## src/rtl/bin_to_bcd_seq.sv

```systemverilog
// Sequential 14-bit binary to 4-digit BCD converter (double dabble, one bit per cycle).
// Results are registered once per conversion; values above 9999 saturate to 9999 and raise overflow.
module bin_to_bcd_seq (
  input  logic        clk,
  input  logic        reset_n,
  input  logic        start,
  input  logic [13:0] value,
  output logic        busy,
  output logic        done,
  output logic        overflow,
  output logic [3:0]  num3,
  output logic [3:0]  num2,
  output logic [3:0]  num1,
  output logic [3:0]  num0,
  output logic [3:0]  lz
);

  typedef enum logic [1:0] {IDLE, SHIFT, DONE} state_t;

  state_t      state_reg, state_next;
  logic [13:0] bin_reg, bin_next;
  logic [15:0] bcd_reg, bcd_next;
  logic [15:0] bcd_adj;
  logic [3:0]  cnt_reg, cnt_next;
  logic        ovf_cap_reg, ovf_cap_next;
  logic [15:0] num_reg, num_next;
  logic [3:0]  lz_reg, lz_next;
  logic        overflow_reg, overflow_next;
  logic        done_reg, done_next;
  logic [15:0] res;
  logic [3:0]  res_lz;

  // Add-3 correction on every nibble before each shift
  generate
    for (genvar gi = 0; gi < 4; gi++) begin : g_adj
      assign bcd_adj[gi*4 +: 4] = (bcd_reg[gi*4 +: 4] >= 4'd5) ?
                                  bcd_reg[gi*4 +: 4] + 4'd3 : bcd_reg[gi*4 +: 4];
    end
  endgenerate

  assign res       = ovf_cap_reg ? 16'h9999 : bcd_reg;
  assign res_lz[3] = (res[15:12] == 4'd0);
  assign res_lz[2] = res_lz[3] && (res[11:8] == 4'd0);
  assign res_lz[1] = res_lz[2] && (res[7:4] == 4'd0);
  assign res_lz[0] = 1'b0;

  always_comb begin
    state_next    = state_reg;
    bin_next      = bin_reg;
    bcd_next      = bcd_reg;
    cnt_next      = cnt_reg;
    ovf_cap_next  = ovf_cap_reg;
    num_next      = num_reg;
    lz_next       = lz_reg;
    overflow_next = overflow_reg;
    done_next     = 1'b0;
    case (state_reg)
      IDLE: begin
        if (start) begin
          bin_next     = value;
          bcd_next     = 16'd0;
          cnt_next     = 4'd0;
          ovf_cap_next = (value > 14'd9999);
          state_next   = SHIFT;
        end
      end
      SHIFT: begin
        {bcd_next, bin_next} = {bcd_adj[14:0], bin_reg, 1'b0};
        cnt_next = cnt_reg + 4'd1;
        if (cnt_reg == 4'd13) state_next = DONE;
      end
      DONE: begin
        num_next      = res;
        lz_next       = res_lz;
        overflow_next = ovf_cap_reg;
        done_next     = 1'b1;
        state_next    = IDLE;
      end
      default: state_next = IDLE;
    endcase
  end

  always_ff @(posedge clk) begin
    if (!reset_n) begin
      state_reg    <= IDLE;
      bin_reg      <= 14'd0;
      bcd_reg      <= 16'd0;
      cnt_reg      <= 4'd0;
      ovf_cap_reg  <= 1'b0;
      num_reg      <= 16'd0;
      lz_reg       <= 4'b1110;
      overflow_reg <= 1'b0;
      done_reg     <= 1'b0;
    end else begin
      state_reg    <= state_next;
      bin_reg      <= bin_next;
      bcd_reg      <= bcd_next;
      cnt_reg      <= cnt_next;
      ovf_cap_reg  <= ovf_cap_next;
      num_reg      <= num_next;
      lz_reg       <= lz_next;
      overflow_reg <= overflow_next;
      done_reg     <= done_next;
    end
  end

  assign busy     = (state_reg != IDLE);
  assign done     = done_reg;
  assign overflow = overflow_reg;
  assign num3     = num_reg[15:12];
  assign num2     = num_reg[11:8];
  assign num1     = num_reg[7:4];
  assign num0     = num_reg[3:0];
  assign lz       = lz_reg;

endmodule

```

## config.mk

```make
export PLATFORM = sky130hd
export DESIGN_NAME = bin_to_bcd_seq
export DESIGN_NICKNAME = d
export VERILOG_FILES = /design/src/rtl/bin_to_bcd_seq.sv
export SDC_FILE = /design/constraint.sdc
export NUM_CORES = 1
export LEC_CHECK = 0
export CORE_ASPECT_RATIO = 1.1
export CORE_MARGIN = 5
export CORE_UTILIZATION = 38
export DETAILED_ROUTE_END_ITERATION = 7
export SYNTH_ARGS = -nofsm -noshare
export SYNTH_HDL_FRONTEND = slang
export SYNTH_SLANG_ARGS = --single-unit
```

## constraint.sdc

```tcl
create_clock -name clk -period 4.4 [get_ports clk]
set_clock_uncertainty 0.15 [all_clocks]
set_input_delay 0.44 -clock clk [delete_from_list [all_inputs] [get_ports clk]]
set_output_delay 0.44 -clock clk [all_outputs]
set_load 0.02 [all_outputs]
```

==> flow_metrics.tcl <==
set metrics [dict create \
    htree_num_levels 3 \
    synth.net_count 337 \
    drc 0 \
    slew_viol_final 0 \
    clkSinkCount 58 \
    finalCritPeriodShare 0.4838 \
    stdcell_count 427 \
    hold_path_depth 2 \
    grt_max_degree 69 \
    path_clk_slew_ps 60 \
    antennaDiodeCount 0 \
    reg2reg_depth 4 \
    synthArstFlopShare 0 \
    final-hold-violation-count 0 \
    core-area_mm2 0.006927 \
    cts-hold-fix-buffers 0 \
    die_width_um 89.89 \
    wirelength_um 6029 \
    ys_seq_elements 58 \
    row_count 32 \
    hold_path_end "num_reg[6]$_SDFFE_PN0P_" \
    min_from "num_reg[6]$_SDFFE_PN0P_" \
    ant_nets 0 \
    avgSynthCellArea_um2 8.605 \
    placedCellCount 413 \
    path_cells "nor2_1, inv_1, clkdlybuf4s50_1" \
    area.sequential_mm2 0.001161 \
    fin_tns_setup_ps 0 \
    fp.dieH_um 97.88 \
    drt_iter0_markers 122 \
    clkLatencyLatePin_ps 330 \
    leakage_nw 1.168 \
    grt_first_pass_wirelength_um 10430 \
    synthTopCellsByArea "dfxtp_1, nor2_1, a21boi_0" \
    cap_violations 0 \
    pre_cts_slack_ps 2053 \
    syn_to_final_growth_pct 21.90 \
    cts_tree "yes" \
    synth_cell_types 43 \
    yosys.area.top_type "dfxtp_1" \
    slowest_stage "clkdlybuf4s50_1" \
    vias 2318 \
    cp.required_ps 3810 \
    finalWorstSetupSlack_ps 2271 \
    nFillCells 689 \
    wl_per_cell_um 14.12 \
    die_area_mm2 0.008797 \
    fmax_mhz 469.8 \
    root_buffer "clkbuf_8" \
    syn-cell-area_mm2 0.002668 \
    multi_input_area_mm2 0.001373 \
    yosysSeqAreaShare 0.4353 \
    synth_edf_count 0 \
    clockBufferDepth 2 \
    synth_cells 310 \
    route.detailed.vias_per_inst 5.429 \
    cts_made_buffers 9 \
    setup_viol 0 \
    critPathCaptureType "output port" \
    pwr_density_cell_mw_per_mm2 345.2 \
    worstPathMaxFanout 8 \
    finalNetCount 366 \
    reg2reg_from "state_reg[1]$_SDFFE_PN0P_" \
    startpoint_type "flop" \
    start_util 0.3851 \
    critical_path_class "flop to output port" \
    status "finished, final reports clean" \
    min_path_type "flop to flop" \
    grt_pass1_vias 2174 \
    antenna_found_initial 0 \
    io_pins 40 \
    overflow 0 \
    post-cts-setup-buffer-count 0 \
    ys.flop_type "dfxtp_1" \
    reg2reg_setup_slack_ps 2330 \
    r2r-end "bcd_reg[11]$_SDFFE_PN0P_" \
    fin_crit_ps 2129 \
    rsz0062_at_grt "false" \
    dr.pass1.iters 4 \
    cp.arrival_ps 1540 \
    dpl.hpwl_um 3960 \
    cts_resized 0 \
    slowest_delay_ps 600 \
    synth_top_area_share 0.4353 \
    crit_family "buffers and inverters" \
    crit_buf_inv 2 \
    gr-usage-all-layers 0.1418 \
    portBuffers 38 \
    gp_congestion 0.7489 \
    irDropWorstVdd_v 0.0001948 \
    max_slew_margin 0.2995 \
    ys_warn_count 0 \
    worst_pin_slew_ps 1051 \
    drive_gt1_frac 0.08187 \
]
==> cells by family after synthesis <==
group / count (synthesis) / synth area share
adder cells (fa/ha/maj): 10 / 0.04690
buffers and inverters: 31 / 0.05019
AO/OA/AOI/OAI: 63 / 0.1712
multiplexers: 3 / 0.01266
other: 1 / 0.001406
flip-flops: 58 / 0.4353
AND/OR/NAND/NOR: 144 / 0.2824
==> worst register-to-register path, cell delays in order (launching register included) <==
cell      delay [ps]
dfxtp_1          430
and2b_1          470
nor2_1           580
o21ai_0          190
a21boi_0         180
==> placed cells by master, fill, tap and decap left out, types with 5 or more instances in the layout <==
| cell | synthesis | layout |
|---|---|---|
| inv_1 | 10 | 10 |
| nor3_1 | 11 | 11 |
| o21ai_0 | 14 | 14 |
| nor2b_1 | 5 | 5 |
| dfxtp_1 | 58 | 58 |
| nand3_1 | 21 | 21 |
| a21boi_0 | 17 | 17 |
| nor2_1 | 38 | 38 |
| o221ai_1 | 12 | 12 |
| nor3b_1 | 7 | 7 |
| or3_1 | 5 | 5 |
| clkdlybuf4s50_1 | 0 | 37 |
| nand2b_1 | 6 | 6 |
| ha_1 | 10 | 10 |
| clkbuf_8 | 0 | 11 |
| nand2_1 | 24 | 24 |
| nand4_1 | 10 | 10 |
| a21oi_1 | 6 | 6 |
==> through the flow <==
step	hold slack, ps	utilization	cell area [um2]	power [mW]
global placement	302.9	0.4418	3060	0.6520
CTS	318.6	0.4695	3252	1.136
floorplan	290.6	-	2668	0.6217
detailed placement	312.3	0.4418	3060	0.6522
finish	314.4	0.4695	3252	1.122
global route	337.6	0.4695	3252	1.172
==> routing by layer <==
layer / wire length, um / GRT usage / part of all wire / vias to the layer above
li1: - / - / - / 1169
met1: 2860 / 0.1915 / 0.47 / 1078
met2: 2753 / 0.2162 / 0.46 / 64
met3: 342 / 0.03313 / 0.057 / 7
met4: 72 / 0.06186 / 0.012 / 0
met5: 0 / 0 / 0 / -
==> layout make-up <==
type / count / share of cell area
clock buffers: 11 / 0.04656
clock inverters: 3 / 0.01231
inverters: 10 / 0.01154
multi-input cells: 221 / 0.4221
flip-flops and latches: 58 / 0.3571
well taps: 85 / 0.03270
repair buffers: 39 / 0.1177
==> Yosys cell counts, drive strengths merged (2+ instances only) <==
cell	number
inv	10
nor3b	7
dfxtp	58
a21oi	6
a22oi	2
mux2	3
or4	2
nor2b	5
nand4	10
o311ai	2
or4b	4
nand3	21
o221ai	12
nand2	24
nor3	11
buf	7
nor4	2
nor2	38
a21boi	17
o21a	3
or3	5
ha	10
clkbuf	14
nand2b	6
o21ai	14
nand3b	4
==> power by group <==
group	internal [mW]	leakage, nW	switching, mW
sequential	0.541	0.471	0.0130
combinational	0.0368	0.596	0.0501
clock	0.284	0.101	0.198
total	0.861	1.17	0.261
==> worst max-delay path by stage <==
| stage | from | end | slack (ps) | depth (start not counted) |
|---|---|---|---|---|
| CTS | state_reg[0]$_SDFFE_PN0P_ | busy | 2250 | 3 |
| finish | state_reg[0]$_SDFFE_PN0P_ | busy | 2270 | 3 |
| floorplan | bcd_reg[8]$_SDFFE_PN0P_ | bcd_reg[9]$_SDFFE_PN0P_ | 2640 | 6 |
| global route | state_reg[1]$_SDFFE_PN0P_ | bcd_reg[11]$_SDFFE_PN0P_ | 2110 | 4 |
| detailed placement | start | bcd_reg[11]$_SDFFE_PN0P_ | 2050 | 5 |
| global placement | start | bcd_reg[12]$_SDFFE_PN0P_ | 2080 | 5 |
(Power assumes the default switching activity.)
